### src/rtl/conv_code_pkg.sv
// Shared constants for the K=3 rate-1/2 convolutional code, used by both the
// encoder and the decoder side.
package conv_code_pkg;

  localparam int K       = 3;
  localparam int STATE_W = K - 1;
  localparam int CW_W    = 16;
  localparam int BYTE_W  = 8;

  localparam logic [K-1:0] G0_DEFAULT = 3'b111;
  localparam logic [K-1:0] G1_DEFAULT = 3'b101;

  localparam logic [0:0] S_IDLE = 1'b0;
  localparam logic [0:0] S_ENC  = 1'b1;

  function automatic logic parity3(input logic [K-1:0] v);
    return ^v;
  endfunction

endpackage

### src/rtl/conv_enc_core.sv
// Serial 1-bit-in / 2-bit-out K=3 encoder core. Holds the two-bit memory
// {m0,m1}; en_i advances it, clear_i zeroes it.
module conv_enc_core
  import conv_code_pkg::*;
#(
  parameter logic [K-1:0] G0 = G0_DEFAULT,
  parameter logic [K-1:0] G1 = G1_DEFAULT
) (
  input  logic       clk,
  input  logic       rst,
  input  logic       en_i,
  input  logic       clear_i,
  input  logic       u_i,
  output logic [1:0] code_o
);

  // mem_q[1] is m0 (most recent bit), mem_q[0] is m1
  logic [STATE_W-1:0] mem_q;
  logic [STATE_W-1:0] mem_d;
  logic [K-1:0]       taps_s;

  always_comb begin
    taps_s = {u_i, mem_q};
    code_o = {parity3(G0 & taps_s), parity3(G1 & taps_s)};
    if (en_i) begin
      mem_d = {u_i, mem_q[1]};
    end else if (clear_i) begin
      mem_d = 2'b00;
    end else begin
      mem_d = mem_q;
    end
  end

  always_ff @(posedge clk) begin
    if (rst) begin
      mem_q <= 2'b00;
    end else begin
      mem_q <= mem_d;
    end
  end

endmodule

### src/rtl/conv_encoder_top.sv
// Byte-parallel wrapper around the serial encoder core: accepts a byte,
// encodes it MSB-first over 8 cycles and presents the packed 16-bit code word.
module conv_encoder_top
  import conv_code_pkg::*;
#(
  parameter logic [K-1:0] G0 = G0_DEFAULT,
  parameter logic [K-1:0] G1 = G1_DEFAULT
) (
  input  logic              clk,
  input  logic              rst,
  input  logic              dvalid_i,
  input  logic [BYTE_W-1:0] data_i,
  input  logic              clear_i,
  output logic [CW_W-1:0]   data_o,
  output logic              valid_o,
  output logic              busy_o,
  output logic              overrun_o
);

  logic [0:0]        state_q,   state_d;
  logic [2:0]        cnt_q,     cnt_d;
  logic [BYTE_W-1:0] shreg_q,   shreg_d;
  logic [CW_W-1:0]   cw_q,      cw_d;
  logic [CW_W-1:0]   data_q,    data_d;
  logic              valid_q,   valid_d;
  logic              overrun_q, overrun_d;
  logic              enc_en_s;
  logic              enc_clr_s;
  logic [1:0]        code_s;

  conv_enc_core #(
    .G0 (G0),
    .G1 (G1)
  ) u_core (
    .clk     (clk),
    .rst     (rst),
    .en_i    (enc_en_s),
    .clear_i (enc_clr_s),
    .u_i     (shreg_q[BYTE_W-1]),
    .code_o  (code_s)
  );

  always_comb begin
    state_d   = state_q;
    cnt_d     = cnt_q;
    shreg_d   = shreg_q;
    cw_d      = cw_q;
    data_d    = data_q;
    valid_d   = 1'b0;
    overrun_d = 1'b0;
    enc_en_s  = 1'b0;
    enc_clr_s = 1'b0;
    case (state_q)
      S_IDLE: begin
        enc_clr_s = clear_i;
        if (dvalid_i) begin
          state_d = S_ENC;
          shreg_d = data_i;
          cnt_d   = 3'd0;
          cw_d    = 16'h0000;
        end else begin
          state_d = S_IDLE;
        end
      end
      S_ENC: begin
        enc_en_s  = 1'b1;
        overrun_d = dvalid_i;
        // {~cnt,1} is 15-2*cnt: symbol for bit cnt lands in [15-2cnt : 14-2cnt]
        cw_d[{~cnt_q, 1'b1} -: 2] = code_s;
        shreg_d = {shreg_q[BYTE_W-2:0], 1'b0};
        cnt_d   = cnt_q + 3'd1;
        if (cnt_q == 3'd7) begin
          state_d = S_IDLE;
          data_d  = cw_d;
          valid_d = 1'b1;
        end else begin
          state_d = S_ENC;
        end
      end
      default: begin
        state_d = S_IDLE;
      end
    endcase
  end

  always_ff @(posedge clk) begin
    if (rst) begin
      state_q   <= S_IDLE;
      cnt_q     <= 3'd0;
      shreg_q   <= 8'h00;
      cw_q      <= 16'h0000;
      data_q    <= 16'h0000;
      valid_q   <= 1'b0;
      overrun_q <= 1'b0;
    end else begin
      state_q   <= state_d;
      cnt_q     <= cnt_d;
      shreg_q   <= shreg_d;
      cw_q      <= cw_d;
      data_q    <= data_d;
      valid_q   <= valid_d;
      overrun_q <= overrun_d;
    end
  end

  assign data_o    = data_q;
  assign valid_o   = valid_q;
  assign busy_o    = (state_q == S_ENC);
  assign overrun_o = overrun_q;

endmodule
### config.mk
export PLATFORM = sky130hd
export DESIGN_NAME = conv_encoder_top
export DESIGN_NICKNAME = d
export VERILOG_FILES = /design/src/rtl/conv_code_pkg.sv /design/src/rtl/conv_enc_core.sv /design/src/rtl/conv_encoder_top.sv
export SDC_FILE = /design/constraint.sdc
export NUM_CORES = 1
export LEC_CHECK = 0
export CAP_MARGIN = 20
export CORE_ASPECT_RATIO = 1.5
export CORE_MARGIN = 2
export CORE_UTILIZATION = 48
export DETAILED_ROUTE_END_ITERATION = 6
export PLACE_DENSITY = 0.77
export SETUP_SLACK_MARGIN = 0.4
export SLEW_MARGIN = 15
export SYNTH_ARGS = -nofsm -noshare
export SYNTH_HDL_FRONTEND = slang
export SYNTH_SLANG_ARGS = --single-unit
export TNS_END_PERCENT = 100
### constraint.sdc
create_clock -name clk -period 1.5 [get_ports clk]
set_input_delay 0.3 -clock clk [delete_from_list [all_inputs] [get_ports clk]]
set_output_delay 0.3 -clock clk [all_outputs]
set_load 0.1 [all_outputs]
==> flow_metrics.py <==
metrics = {
    "synthesis": {
        "yosys.area.top_type_share_pct": 45.2,
        "synth_cell_type_count": 41,
        "synth.ff_latch_count": 46,
        "ys_dominant_reg_cell": "sky130_fd_sc_hd__dfxtp_1",
        "synth_top_cell_by_area": "sky130_fd_sc_hd__dfxtp_1",
        "yosysMostFrequentCell": "sky130_fd_sc_hd__dfxtp_1",
        "syn_area_per_cell_um2": 9.90,
        "synth_common_cells": "sky130_fd_sc_hd__dfxtp_1 (46), sky130_fd_sc_hd__nor2_1 (17), sky130_fd_sc_hd__a22o_1 (13)",
        "synth_warnings": 0,
        "number_of_synthesized_flops_with_an_enable_pin": 0,
        "netlist_instances": 206,
        "synth_async_sr_flop_share_pct": 0,
        "synth.area.top_cells": "sky130_fd_sc_hd__dfxtp_1 (45%), sky130_fd_sc_hd__a22o_1 (5.6%), sky130_fd_sc_hd__mux2i_1 (4.4%)",
        "postSynthNetCount": 224,
        "synthesized_cell_area_um2": 2040,
        "seq_area_frac_synth_pct": 45.2,
    },
    "routing": {
        "detail_route.iter0.violations": 134,
        "post_drt_via_cell_ratio": 6.29,
        "drt_first_pass_iters": 4,
        "routed_wl_um": 7650,
        "via_count": 2126,
        "drt.antenna.violating_nets": 0,
        "drc_errors": 0,
        "wire_per_inst_um": 22.6,
    },
    "clocking": {
        "tritoncts": "built",
        "hold_buffers": 0,
        "clkLatencyLatePin_ns": 0.32,
        "htreeDepth": 2,
        "cts-buffers-inserted": 5,
        "clock-sinks": 46,
        "cts_buffer_depth": 2,
        "cts.clk_slew.worst_paths_ns": 0.10,
        "cts_root_buffer": "sky130_fd_sc_hd__clkbuf_8",
    },
    "setup_path": {
        "reg2reg_from": "cnt_q[0]",
        "timing.critical_path.from_type": "flop",
        "critical-path-top-cell-by-count": "sky130_fd_sc_hd__ha_4",
        "critical_path_cell_sequence": "ha_4, ha_4, buf_6, buf_4, and4b_1, a21oi_1, o22ai_2",
        "critical_path.startpoint": "cnt_q[0]",
        "required_ns": 1.69,
        "count_of_buffer_and_inverter_cells_on_the_critical_path": 2,
        "timing.critical_path.arrival_ns": 1.88,
        "crit_slowest_cell": "sky130_fd_sc_hd__dfxtp_4",
        "critPathCaptureType": "flop",
        "crit_path_max_delay_family": "compound AO/OA/AOI/OAI gates",
        "critical-path-max-stage-delay_ns": 0.37,
        "worst-path-max-fanout": 3,
        "worstSetupPathType": "flop to flop",
    },
    "final_layout": {
        "drive_gt1_share_pct": 61.0,
        "final_core_utilization_pct": 88.0,
        "layout.area.seq_um2": 957,
        "area_of_combinational_cells_with_multiple_inputs_um2": 1380,
        "nNetsFinal": 309,
        "n_fill_cell": 179,
        "insertedDiodeCount": 0,
        "area_delta_synth_final_pct": 80.0,
        "stdcell_count": 338,
    },
    "global_routing": {
        "first_global_vias": 2234,
        "total_gr_overflow": 0,
        "grt_use_total_pct": 30.7,
        "antenna_violations_before_repair": 0,
        "grt_max_degree": 17,
        "grt_pass1_wl_um": 11200,
    },
    "power_and_ir_drop": {
        "power_density_nw_per_um2": 730,
        "finalPower_mw": 2.68,
        "leakage_nw": 1.49,
        "vdd.ir_drop.worst_uv": 1060,
    },
    "timing": {
        "drv_slew": 0,
        "finalCriticalPeriod_ns": 1.69,
        "rsz0062_at_grt": "yes",
        "finalClockSkew_ns": 0.0153,
        "hold-worst-slack_ns": 0.463,
        "timing_hold_violations_final": 0,
        "worst_max_slew_pin_slew_ns": 0.343,
        "achievable-frequency_ghz": 0.592,
        "finalCritPeriodShare_pct": 113,
        "slew-limit-headroom_pct": 77.1,
        "report.final.setup_viol": 15,
        "setup_total_negative_slack_ns": -1.29,
        "layout_setup_ws_ns": -0.188,
    },
    "outcome": {
        "violations_in_the_final_reports": "negative setup slack",
        "status": "complete, but fails checks",
    },
    "floorplan": {
        "die_w_um": 57.2,
        "boundaryPins": 31,
        "dieHeight_um": 83.8,
        "start_util_pct": 48.9,
        "num_rows": 29,
        "core-area_um2": 4170,
        "floorplan.die_area_um2": 4800,
    },
    "worst_hold_path": {
        "worstHoldStart": "cw_q[12]",
        "worst_hold_path_type": "flop to flop",
    },
    "placed_design": {
        "port_buffers": 30,
        "place.detailed.instances": 294,
        "gp_congestion": 0.910,
        "post_dp_hpwl_um": 3590,
    },
    "flow_run": {
        "maxCapViolations": 0,
    },
}
==> worst min-delay path: stages, from the launching register on <==
cell and delay, ns:
sky130_fd_sc_hd__dfxtp_1 0.33, sky130_fd_sc_hd__nand3_1 0.06, sky130_fd_sc_hd__nand2_1 0.04
==> timing repair <==
| action | in CTS | in global routing |
|---|---|---|
| pin swaps | 24 | 18 |
| endpoints found under the setup margin | 59 | 61 |
| gates resized for setup | 74 | 34 |
| buffers inserted | 31 | 3 |
| gates cloned | 2 | 0 |
==> per-stage QoR <==
stage	setup WS, ns	area [um^2]
floorplan	0.0871	2230
global placement	-0.356	2840
detailed placement	-0.375	2840
CTS	-0.0367	3500
global route	-0.191	3670
finish	-0.188	3670
==> state kept, by name, indices dropped and copies added, names as in the netlist <==
register and cells:
data_o 16, valid_o 1, cw_q 14, shreg_q 8, u_core.mem_q 2, cnt_q 3, busy_o 1, overrun_o 1
==> routing by layer <==
metal / up-vias / GRT usage (%) / wire, um
li1: 923 / - / -
met4: 0 / 17.8 / 307
met2: 98 / 52.7 / 4130
met5: - / 0 / 0
met3: 33 / 8.06 / 371
met1: 1072 / 32.8 / 2840
==> layout by cell type, fill, tap and decap left out, types with 3 or more instances in the layout <==
master                             n
sky130_fd_sc_hd__nand2b_1          3
sky130_fd_sc_hd__nor2_1           13
sky130_fd_sc_hd__inv_1             9
sky130_fd_sc_hd__buf_12           23
sky130_fd_sc_hd__ha_4              6
sky130_fd_sc_hd__clkbuf_8          5
sky130_fd_sc_hd__a21oi_2           3
sky130_fd_sc_hd__nor2_4            3
sky130_fd_sc_hd__dfxtp_1          25
sky130_fd_sc_hd__buf_4            32
sky130_fd_sc_hd__dfxtp_2          17
sky130_fd_sc_hd__nand2_1           8
sky130_fd_sc_hd__a22o_1           13
sky130_fd_sc_hd__clkdlybuf4s50_1   9
sky130_fd_sc_hd__mux2_2            7
sky130_fd_sc_hd__mux2i_1           9
sky130_fd_sc_hd__buf_6            26
sky130_fd_sc_hd__a32oi_1          10
sky130_fd_sc_hd__o21ai_2           8
sky130_fd_sc_hd__nor3b_2           3
sky130_fd_sc_hd__a311oi_2          5
sky130_fd_sc_hd__dfxtp_4           4
sky130_fd_sc_hd__nand3_1           3
==> final cells by class <==
type	count	area share, %
Multi-Input combinational cell	133	37.6
Clock buffer	6	1.98
Sequential cell	46	26.1
Tap cell	46	1.57
Timing Repair inverter	1	0.204
Inverter	12	1.43
Timing Repair Buffer	92	30.1
Clock inverter	2	1.02
==> path summary, 6_finish.rpt <==
check	end	slack (ns)	depth (start not counted)
worst max-delay path	data_o[9]	-0.19	7
worst min-delay path	data_o[12]	0.46	2
worst max register to register	data_o[9]	-0.19	7
worst min register to register	data_o[12]	0.46	2
==> power by group <==
part           internal (mW)  switching [mW]
clock                  0.498           0.459
sequential              1.24          0.0213
combinational          0.232           0.233
==> cell families (layout without fill, tap and decap cells) <==
logic type | Yosys count | count (layout) | synth area share (%)
and+or+nand+nor | 56 | 56 | 15.0
AOI/OAI and AO/OA | 52 | 52 | 20.0
DFF | 46 | 46 | 45.2
buffers and inverters | 27 | 113 | 5.95
muxes | 16 | 16 | 8.28
adders and majority gates | 6 | 6 | 3.68
xor gates and xnor gates | 3 | 3 | 1.96
(Power assumes the default switching activity.)
==> RTL edit 1: new RTL, config.mk and constraints unchanged <==
Change the package constant `BYTE_W` from 8 to 9.
--- a/src/rtl/conv_code_pkg.sv
+++ b/src/rtl/conv_code_pkg.sv
@@ -5,7 +5,7 @@
   localparam int K       = 3;
   localparam int STATE_W = K - 1;
   localparam int CW_W    = 16;
-  localparam int BYTE_W  = 8;
+  localparam int BYTE_W  = 9;
 
   localparam logic [K-1:0] G0_DEFAULT = 3'b111;
   localparam logic [K-1:0] G1_DEFAULT = 3'b101;
Ports: changed (resized data_i); port bits go from 31 to 32. The function was not compared with the original's and may differ.
==> RTL edit 1 against the original RTL <==
Area after synthesis is 3.6% higher. Setup slack better by 0.26 ns. First-iteration DRC count fell by 38%. Clock power decreased by 23%. Sequential cell count increased by 1. Routed wire length shrank 23%. Final area shrank 6.4%. Via count is 8.9% lower. Power down 9.7%. Largest power group unchanged.
==> RTL edit 1: results (changes against the original RTL) <==
[outcome]
status = completed

[finish]
num-fill-cells = 234  ; +31%
drive_gt1_frac = 0.539  ; -0.0703
antenna_cells = 0  ; unchanged
finalNetCount = 298  ; -3.6%

[routing]
wl_met1_um = 2270  ; -20%
post_drt_wl_per_cell_um = 18.2  ; -20%
dr.first_iter.drc_count = 83  ; -38%
route.met2.wl_um = 3140  ; -24%
vias = 1937  ; -8.9%
viasPerCell = 5.94  ; -5.5%
wl_met3_um = 323  ; -13%

[place]
dpl.cell_count = 294  ; unchanged
port-buffer-count = 31  ; +3.3%
place.detailed.hpwl_um = 3540  ; -1.3%
pre_cts_ws_ns = -0.189  ; +0.186 ns
routabilityCongestion = 0.872  ; -4.1%

[cts]
htree_levels = 2  ; unchanged
cts.clk_slew.worst_paths_ns = 0.08  ; -0.02 ns
clk_latency_ns = 0.30  ; -0.02 ns
root_buffer = clkbuf_8

[power]
vdd_drop_max_uv = 954  ; -10%
p_leak_nw = 1.35  ; -9.6%

[setup_path]
crit_arrival_ns = 1.63  ; -0.25 ns
crit_path_max_fanout = 4  ; +1
r2r_slack_ns = 0.07  ; +0.26 ns
rr_worst_depth = 8  ; +1
r2r-start = cnt_q[1]
crit_end = data_o[1]

[global_routing]
gr-usage-met1 = 0.265  ; -0.0636
use_met2 = 0.405  ; -0.122
grt_pass1_wl_um = 8960  ; -20%
grt_pass1_vias = 1891  ; -15%
antenna_found_initial = 0  ; unchanged
grt_start_max_net_pins = 20  ; +3
grt_use_total = 0.235  ; -0.0717
use_met3 = 0.0488  ; -0.0318

[hold_path]
min_path_type = reg -> reg
min_to = data_o[4]
min_from = cw_q[4]

[synth]
netlist-cell-type-count = 38  ; -7.3%
synth_compound_area_frac = 0.198  ; -0.00166
synth_mux_area_frac = 0.0900  ; +0.00717
async_reset_ff_frac = 0  ; unchanged
synth_adder_area_share = 0.0355  ; -0.00129
synth_fp_nets = 230  ; +2.7%
synth_commonest_cells = dfxtp_1, nor2_1, a22o_1, a32oi_1
synth_xor_area_frac = 0.0189  ; -0.000686
yosysSeqAreaShare = 0.445  ; -0.00630
syn_inst = 211  ; +2.4%
synth.area.top_cells = dfxtp_1, a22o_1, a32oi_1

[sta]
whs_ns = 0.459  ; -0.00331 ns
slew_headroom = 0.736  ; -0.0349
finalSetupViolations = 0  ; -15
post-route-period-util = 0.953  ; -0.172
fin_skew_ns = 0.00707  ; -0.00820 ns

## RTL edit 1: cell count changes in the layout (fill, tap and decap cells not counted), moves of 3 or more
cell     delta
buf_6      -15
nand3_1     +3
o21ai_2     -3
a32oi_1     -5
a32oi_2     +7
buf_12      -3
nand2_1     +3
## RTL edit 1: final cells by class
class,count,area share
well taps,46,0.0168
inverters,12,0.0175
flip-flops and latches,47,0.287
clock buffers,7,0.0222
repair buffers,76,0.264
repair inverters,1,0.00182
clock inverters,1,0.00146
multi-input cells,136,0.389
## RTL edit 1: timing repair
| item | 4_1_cts | 5_1_grt |
|---|---|---|
| pin swaps | 9 | 11 |
| buffers inserted | 10 | 12 |
| gates cloned | 0 | 2 |
| setup endpoints to repair | 61 | 60 |
| endpoints found under the hold margin | 0 | 0 |
| gates resized for setup | 26 | 26 |
| hold buffers | 0 | 0 |
## RTL edit 1: where the power goes
group | internal, W | switching [W]
sequential | 0.00126 | 0.0000196
clock | 0.000328 | 0.000412
combinational | 0.000206 | 0.000195
total | 0.00180 | 0.000626
## RTL edit 1: kinds of logic after synthesis
kind of cell / Yosys count
muxes: 18
xor gates and xnor gates: 3
and+or+nand+nor: 59
AOI/OAI and AO/OA: 50
adders and majority gates: 6
DFF: 47
buffers and inverters: 28
## RTL edit 1: stage by stage
| stage | util | area, um2 |
|---|---|---|
| 2_1_floorplan | - | 2360 |
| 3_3_place_gp | 0.695 | 2950 |
| 3_5_place_dp | 0.695 | 2950 |
| 4_1_cts | 0.758 | 3220 |
| 5_1_grt | 0.809 | 3440 |
| 6_report | 0.809 | 3440 |
## RTL edit 1: critical path: stages (launching register included)
cell and delay, ns:
dfxtp_4 0.37, ha_4 0.17, ha_4 0.15, nand3b_1 0.09
buf_6 0.16, buf_6 0.10, buf_6 0.10, nor3_2 0.04
a21o_1 0.16
==> RTL edit 2: new RTL, config.mk and constraints unchanged <==
Made on the original files. Remove the register `overrun_q`: a continuous assignment takes its place, so the output `overrun_o` follows one clock earlier.
--- a/src/rtl/conv_encoder_top.sv
+++ b/src/rtl/conv_encoder_top.sv
@@ -91,7 +91,6 @@
       cw_q      <= 16'h0000;
       data_q    <= 16'h0000;
       valid_q   <= 1'b0;
-      overrun_q <= 1'b0;
     end else begin
       state_q   <= state_d;
       cnt_q     <= cnt_d;
@@ -99,9 +98,10 @@
       cw_q      <= cw_d;
       data_q    <= data_d;
       valid_q   <= valid_d;
-      overrun_q <= overrun_d;
     end
   end
+
+  assign overrun_q = overrun_d;
 
   assign data_o    = data_q;
   assign valid_o   = valid_q;
Behaviour: not the same (a bounded check fails within 4 cycles, from zero or initial values and one cycle with rst high).
==> RTL edit 2 against the original RTL <==
Area after synthesis increased by 0.61%. Power decreased by 6.2%. Sequential cell count decreased by 1. Setup slack improved by 0.25 ns. Routed wire length decreased by 35%. Global-route usage decreased by 9.3 points. Final area decreased by 16%. First-iteration DRC count decreased by 61%. Synthesized cell count increased by 12%. Critical endpoint is now data_o[11]. Largest cell class unchanged.
==> RTL edit 2: results (changes against the original RTL) <==
[synth]
synth_xor_area_frac = 0.0213  ; +0.00171
synth_adder_area_share = 0.0366  ; -0.000224
netlist-cell-type-count = 31  ; -24%
syn_area_per_cell_um2 = 8.92  ; -9.9%
synth_commonest_cells = dfxtp_1, nand2_1, nand3_1, a21oi_1, o21ai_0
yosysSeqAreaShare = 0.439  ; -0.0125
synth.area.top_cells = dfxtp_1, nand3_1, nand2_1
synth_mux_area_frac = 0.0530  ; -0.0298

[global_routing]
grt_pass1_vias = 1780  ; -20%
use_met2 = 0.369  ; -0.158
use_met3 = 0.0434  ; -0.0372
grt_use_total = 0.214  ; -0.0931
grt_pass1_wl_um = 8100  ; -28%

[place]
pre_cts_ws_ns = -0.141  ; +0.235 ns
routabilityCongestion = 0.923  ; +1.4%
dpl.cell_count = 310  ; +5.4%
dpl_cell_area_mm2 = 0.00279  ; -1.7%

[cts]
cts.clk_slew.worst_paths_ns = 0.08  ; -0.02 ns
postCtsSetupRepairBufs = 4  ; -87%
cts.sinks = 45  ; -2.2%
clk_latency_ns = 0.30  ; -0.02 ns
ctsResizeCount = 26  ; -65%

[finish]
stdcell_count = 328  ; -3.0%
multi_input_area_mm2 = 0.00121  ; -12%
nMultiInputCombCells = 164  ; +23%
n_all_buffers = 60  ; -35%
drive_gt1_frac = 0.397  ; -0.212
regArea_um2 = 936  ; -2.2%
n_all_inverters = 5  ; -8
clock_cell_area_share = 0.0384  ; +0.00839
num-fill-cells = 280  ; +56%

[setup_path]
crit_path_max_fanout = 11  ; +8
r2r_slack_ns = 0.06  ; +0.25 ns
crit_arrival_ns = 1.63  ; -0.25 ns
crit_end = data_o[11]
r2r-start = cnt_q[1]
rr_worst_depth = 6  ; -1

[sta]
fin_ws_ns = 0.0571  ; +0.245 ns
whs_ns = 0.459  ; -0.00328 ns
fin_skew_ns = 0.00387  ; -0.0114 ns

[routing]
dr.first_iter.drc_count = 52  ; -61%
route.met2.wl_um = 2640  ; -36%
wl_met1_um = 2010  ; -29%
post_drt_wl_per_cell_um = 15.1  ; -33%

[power]
p_leak_nw = 1.14  ; -24%
vdd_drop_max_uv = 860  ; -19%

[outcome]
status = completed

## RTL edit 2: cell types whose count changed in the layout (fill, tap and decap cells not counted), moves of 6 or more
cell	unedited run	this run
a22o_1	13	2
o21ai_2	8	0
a21oi_1	1	19
o21ai_1	0	11
nand2_1	8	26
inv_1	9	2
buf_6	26	2
nand3_1	3	22
buf_4	32	25
mux2i_1	9	3
o211ai_1	0	8
## RTL edit 2: report_power, final
| group | internal (W) | switching, W | leakage (nW) |
|---|---|---|---|
| combinational | 0.000156 | 0.000172 | 0.704 |
| clock | 0.000543 | 0.000414 | 0.0617 |
| sequential | 0.00121 | 0.0000190 | 0.377 |
| total | 0.00191 | 0.000604 | 1.14 |
## RTL edit 2: worst max-delay path, stage by stage, from the launching register on
cell,delay [ns]
dfxtp_4,0.36
ha_4,0.17
ha_4,0.16
and3b_2,0.22
buf_6,0.15
a32oi_1,0.18
o21ai_1,0.09
